## src/rtl/tdisplay_pkg.sv

```systemverilog
// Shared temperature display/entry definitions: FSM states, digit count,
// accumulator width and two's-complement range helpers.
package tdisplay_pkg;

  typedef enum logic [1:0] {
    IDLE,
    ACC,
    FIN,
    DONE
  } state_t;

  localparam int BCD_DIGITS = 4;
  localparam int ACC_W      = 14;   // holds 0..9999 unsigned
  localparam int IDX_W      = 2;    // indexes BCD_DIGITS digits

  // Largest positive value representable in a tc_w-bit two's-complement word.
  function automatic int tc_max_pos(input int tc_w);
    return (1 << (tc_w - 1)) - 1;
  endfunction

  // Magnitude of the most negative tc_w-bit two's-complement value.
  function automatic int tc_max_neg_mag(input int tc_w);
    return 1 << (tc_w - 1);
  endfunction

endpackage

```

## src/rtl/tentry_bcd2tc_bcd_mac10.sv

```systemverilog
// Combinational multiply-accumulate step: acc*10 + digit, with a flag for a
// digit that is not valid BCD. Result wraps at ACC_W bits; a wrapped value
// only occurs alongside a bad digit, which forces an error downstream.
module bcd_mac10
  import tdisplay_pkg::*;
(
  input  logic [ACC_W-1:0] acc_in,
  input  logic [3:0]       digit,
  output logic [ACC_W-1:0] acc_out,
  output logic             digit_bad
);

  // acc*10 built from two shifts so no multiplier is inferred.
  always_comb begin
    acc_out   = (acc_in << 3) + (acc_in << 1) + {{(ACC_W-4){1'b0}}, digit};
    digit_bad = (digit > 4'd9);
  end

endmodule

```

## src/rtl/tentry_bcd2tc.sv

```systemverilog
// Sign + four BCD digits -> two's-complement temperature word.
// One digit folded in per cycle, then a range check and a registered result
// held until the downstream handshake.
// Optional build macro: BCD2TC_SAT_EN -- out-of-range magnitudes saturate
// instead of reporting err.
module tentry_bcd2tc
  import tdisplay_pkg::*;
#(
  parameter int TC_W = 13
) (
  input  logic            clk,
  input  logic            rst_n,
  input  logic            in_valid,
  output logic            in_ready,
  input  logic [3:0]      thousands,
  input  logic [3:0]      hundreds,
  input  logic [3:0]      tens,
  input  logic [3:0]      ones,
  input  logic            sign,
  output logic            out_valid,
  input  logic            out_ready,
  output logic [TC_W-1:0] tc,
  output logic            err
);

  localparam logic [31:0] POS_MAX = 32'(tc_max_pos(TC_W));
  localparam logic [31:0] NEG_MAG = 32'(tc_max_neg_mag(TC_W));

  state_t                         state_q, state_d;
  logic [IDX_W-1:0]               idx_q, idx_d;
  logic [BCD_DIGITS-1:0][3:0]     digits_q, digits_d;   // [0] = thousands
  logic                           sign_q, sign_d;
  logic [ACC_W-1:0]               acc_q, acc_d;
  logic                           bad_q, bad_d;
  logic [TC_W-1:0]                tc_q, tc_d;
  logic                           err_q, err_d;
  logic                           out_valid_q, out_valid_d;

  logic [ACC_W-1:0]               mac_out;
  logic                           mac_bad;
  logic [31:0]                    acc_ext;

  bcd_mac10 u_mac (
    .acc_in    (acc_q),
    .digit     (digits_q[idx_q]),
    .acc_out   (mac_out),
    .digit_bad (mac_bad)
  );

  assign acc_ext   = 32'(acc_q);
  assign in_ready  = (state_q == IDLE);
  assign out_valid = out_valid_q;
  assign tc        = tc_q;
  assign err       = err_q;

  // Next-state and datapath: capture, accumulate, range-check, hold result.
  always_comb begin
    // NOTE: every _d takes its _q value first so no path leaves it unassigned,
    // which would otherwise infer a latch.
    state_d     = state_q;
    idx_d       = idx_q;
    digits_d    = digits_q;
    sign_d      = sign_q;
    acc_d       = acc_q;
    bad_d       = bad_q;
    tc_d        = tc_q;
    err_d       = err_q;
    out_valid_d = out_valid_q;

    unique case (state_q)
      IDLE: begin
        if (in_valid) begin
          digits_d = {ones, tens, hundreds, thousands};
          sign_d   = sign;
          acc_d    = '0;
          bad_d    = 1'b0;
          idx_d    = '0;
          state_d  = ACC;
        end
      end

      ACC: begin
        acc_d = mac_out;
        bad_d = bad_q | mac_bad;
        idx_d = idx_q + 1'b1;
        if (idx_q == IDX_W'(BCD_DIGITS - 1)) state_d = FIN;
      end

      FIN: begin
        out_valid_d = 1'b1;
        state_d     = DONE;
        if (bad_q) begin
          tc_d  = '0;
          err_d = 1'b1;
        end else if (sign_q ? (acc_ext > NEG_MAG) : (acc_ext > POS_MAX)) begin
`ifdef BCD2TC_SAT_EN
          tc_d  = sign_q ? TC_W'(32'd0 - NEG_MAG) : TC_W'(POS_MAX);
          err_d = 1'b0;
`else
          tc_d  = '0;
          err_d = 1'b1;
`endif
        end else begin
          // Negating zero gives zero, so -0 needs no special case.
          tc_d  = sign_q ? TC_W'(32'd0 - acc_ext) : TC_W'(acc_ext);
          err_d = 1'b0;
        end
      end

      DONE: begin
        if (out_ready) begin
          out_valid_d = 1'b0;
          state_d     = IDLE;
        end
      end

      default: state_d = IDLE;
    endcase
  end

  // State and datapath registers; reset aborts any conversion in flight.
  always_ff @(posedge clk or negedge rst_n) begin
    if (!rst_n) begin
      state_q     <= IDLE;
      idx_q       <= '0;
      digits_q    <= '0;
      sign_q      <= 1'b0;
      acc_q       <= '0;
      bad_q       <= 1'b0;
      tc_q        <= '0;
      err_q       <= 1'b0;
      out_valid_q <= 1'b0;
    end else begin
      // NOTE: non-blocking assignments so every flop samples pre-edge values.
      state_q     <= state_d;
      idx_q       <= idx_d;
      digits_q    <= digits_d;
      sign_q      <= sign_d;
      acc_q       <= acc_d;
      bad_q       <= bad_d;
      tc_q        <= tc_d;
      err_q       <= err_d;
      out_valid_q <= out_valid_d;
    end
  end

endmodule

```

## config.mk

```make
export PLATFORM = sky130hd
export DESIGN_NAME = tentry_bcd2tc
export DESIGN_NICKNAME = d
export VERILOG_FILES = /design/src/rtl/tdisplay_pkg.sv /design/src/rtl/tentry_bcd2tc_bcd_mac10.sv /design/src/rtl/tentry_bcd2tc.sv
export SDC_FILE = /design/constraint.sdc
export NUM_CORES = 1
export LEC_CHECK = 0
export ABC_AREA = 0
export BUFFER_PORTS_ARGS = -buffer_cell sky130_fd_sc_hd__buf_4
export CAP_MARGIN = 20
export CORE_MARGIN = 2
export CORE_UTILIZATION = 45
export CTS_CLUSTER_DIAMETER = 100
export CTS_CLUSTER_SIZE = 8
export DETAILED_ROUTE_END_ITERATION = 10
export HOLD_SLACK_MARGIN = 0.03
export SYNTH_ARGS = -nofsm -noshare
export SYNTH_HDL_FRONTEND = slang
export SYNTH_SLANG_ARGS = --single-unit
```

## constraint.sdc

```tcl
create_clock -name clk -period 8 [get_ports clk]
set_input_delay 0.4 -clock clk [delete_from_list [all_inputs] [get_ports clk]]
set_output_delay 0.4 -clock clk [all_outputs]
set_load 0.02 [all_outputs]
```

==> key figures <==
Critical path
  • Sequence of cells on the critical path: mux4_2, ha_1, ha_1, fa_1, a211oi_1, o21bai_1, a21oi_1, xor2_1, o21ai_0
  • Register-to-Register Setup Slack: ~4.9 ns
  • CP max-delay cell: mux4_2
  • Required time of the worst setup path: 8.18 ns
  • Crit start category: flip-flop
  • Worst EP arrival: about 3.2 ns
  • Crit Path Class: flip-flop to flip-flop
  • Crit-path max cell delay: around 0.57 ns
  • Most used cell, CP: ha_1
  • Top delay family on crit path: adder cells
  • Worst R2R Start: idx_q[0]
  • R2R depth: 9
  • Worst Setup SP: idx_q[0]
  • Reg2reg end: acc_q[8]
  • CP Depth: 9
  • Critical Path End: acc_q[8]
  • Largest fanout on the critical path: 7
  • Crit. End Element: flip-flop
  • Worst path bufs/invs: 0

STA
  • Slew headroom: about 50%
  • Worst-margin pin slew: 0.7515 ns
  • Setup violators final: 0
  • Tcrit/Tclk final: approximately two fifths
  • Hold Slack: around 0.09 ns
  • RSZ-0062 raised after global routing: false
  • Hold Fails Final Rpt: 0
  • Slew Limit Fails: 0
  • Fmax: around 330 MHz
  • Final setup TNS: 0 ns
  • Clock Skews: slightly below 0.009 ns
  • Minimum clock period: ~3.1 ns

Finish
  • Area Growth Syn to Fin: 13.07%
  • Multi-input logic area: between 1500 and 2000 sq um
  • Layout cells sized above 1: approximately a fifth
  • Reg area: between 1000 and 1500 sq um
  • FILL cells: 626
  • Final non-filler cell total: roughly 400
  • Antenna diodes: 0
  • Final-stage net count: ~370

Logic synthesis
  • Post-Synthesis Net Count: 343
  • Top-count cell post-synth: dfrtp_1
  • Yosys reg bits: between 50 and 60
  • Netlist cell types: 45
  • Commonest cells post-synth: dfrtp_1 (51), ha_1 (28), inv_1 (26)
  • Number of synthesized flops with an enable pin: 0
  • Post-Syn Area: 3063 sq um
  • Fraction of registers with async set/reset: 100.0%
  • Synth Instances: 292
  • Area leader, netlist: dfrtp_1
  • Largest cells by area after synthesis: dfrtp_1 (42%), ha_1 (11%), mux2_2 (6.2%)
  • Synth warn: 0
  • Post-synth top flop: dfrtp_1
  • Area share of the largest cell type after synthesis: approximately two fifths
  • Syn_area_per_cell: roughly 10 sq um
  • Sequential share of the synthesized area: a little over two fifths

Global route
  • GRT Residual Overflow: 0
  • Initial antenna violation count: 0
  • Largest net degree at the start of global routing: 52
  • Number of global-route vias before repair: roughly 2100
  • Total GRT Usage: between 10% and 20%
  • First-pass GRT wire length: approximately 10 mm

Placed design
  • Dpl cells: around 400
  • Placed wire-length estimate: between 4 and 5 mm
  • Placer congestion estimate: between 0.8 and 0.9
  • Port Buffer Count: 36

Die
  • Core footprint: roughly 6700 sq um
  • Die Area: ~7500 sq um
  • IO Pins: 37
  • Die width: 86.50 microns
  • Site Rows: 30
  • Initial Utilization: 45.84%
  • Die Height: 86.50 microns

Min path
  • Worst hold path class: input port to async pin

Drt
  • Detailed-route via count: approximately 2200
  • Routed WL: about 6 mm
  • Initial DRC count: 120
  • Routed wire per std cell: 14.96 microns
  • # DRC: 0
  • Vias per cell: approximately 5.5
  • DRT antenna net count: 0
  • Drt first pass iters: 4

Power
  • VDD IR max: around 0.17 mV
  • Clock share of power: approximately a tenth
  • Sequential share of power: roughly 33%
  • Pwr per Cell Area: about 420 nW/um^2
  • Sw frac: a little over two fifths
  • Leak: approximately 0.0017 uW
  • Pint: about 820 uW
  • Combinational share of power: between 50% and 60%
  • P_sw: 638.8 uW

Clock tree
  • H-tree levels: 2
  • Clock-pin slew on the worst setup and hold paths: around 0.1 ns
  • Post-cts hold buffer count: 0
  • Root buffer cell: clkbuf_8
  • Number of buffers added for setup after CTS: 0
  • Worst-Skew Late Latency: 0.31 ns
  • CTS tree: done
  • CTS sink cnt: just over 50
  • Clock tree buffer depth: 2
  • Inserted Clock Buffers: 5
  • Post_cts resized: 0

Outcome
  • Status: finished, final reports clean

Job
  • Max-cap viol count: 0
## power groups by stage
stage / combinational (uW) / clock [uW] / sequential (uW)
2_1_floorplan: 631 / 0 / 479
3_3_place_gp: 811 / 0 / 491
3_5_place_dp: 826 / 0 / 492
4_1_cts: 829 / 154 / 487
5_1_grt: 933 / 161 / 504
6_report: 824 / 148 / 485
## worst min-delay path by stage
stage,startpoint,endpoint,depth (start not counted)
CTS,rst_n,tc[10],1
finish,rst_n,tc[10],1
floorplan,rst_n,acc_q[0],0
global route,rst_n,tc[7],1
global placement,err,err,1
detailed placement,rst_n,tc[10],1
## cells by family after synthesis
family | Yosys count | synth area share (%)
XOR/XNOR | 18 | 5.147
AND/OR/NAND/NOR | 61 | 10.66
adder cells (fa/ha/maj) | 30 | 12.75
AO/OA/AOI/OAI | 71 | 15.03
multiplexers | 23 | 9.845
flip-flops | 51 | 41.67
buffers and inverters | 38 | 4.902
## metrics by stage
stage                     total power, uW  instance area [sq um]  setup WS (ns)  utilization [%]
final                                1456                   3463          4.941            51.84
after detailed placement             1318                   3381          4.925            50.60
after global routing                 1598                   3463          4.705            51.84
after CTS                            1470                   3463          4.910            51.84
after global placement               1301                   3381          4.980            50.60
after floorplan                      1110                   3063          5.009                -
## layout make-up
type                            instances  share of cell area (%)
Tap cell                               80                   2.890
Clock buffer                            5                   1.987
Inverter                               26                   2.818
Timing Repair Buffer                   36                   7.803
Sequential cell                        51                   36.85
Multi-Input combinational cell        203                   47.25
Clock inverter                          2                  0.3974
## cell usage in the layout, fill, tap and decap left out, types with 6 or more instances in the layout
| cell type | count |
|---|---|
| a21o_1 | 6 |
| buf_4 | 36 |
| dfrtp_1 | 51 |
| nand2_1 | 23 |
| nor2_1 | 6 |
| o21ai_0 | 17 |
| ha_1 | 28 |
| o22ai_1 | 13 |
| inv_1 | 26 |
| xor2_1 | 13 |
| a21oi_1 | 12 |
| mux2_2 | 17 |
## flip-flops by register name, summed over array words and instances, names as in the netlist
name,flops
acc_q,14
bad_q,1
digits_q,16
err,1
idx_q,2
out_valid,1
sign_q,1
state_q,2
tc,13
## layer usage
metal / vias to the layer above / wire length, microns / track usage (%)
met1: 1053 / 2944 / 24.95
met4: 0 / 84 / 5.540
met2: 41 / 2801 / 27.97
met3: 7 / 198 / 2.952
li1: 1114 / - / -
met5: - / 0 / 0
Note: power is estimated with default switching activity, not from simulation.
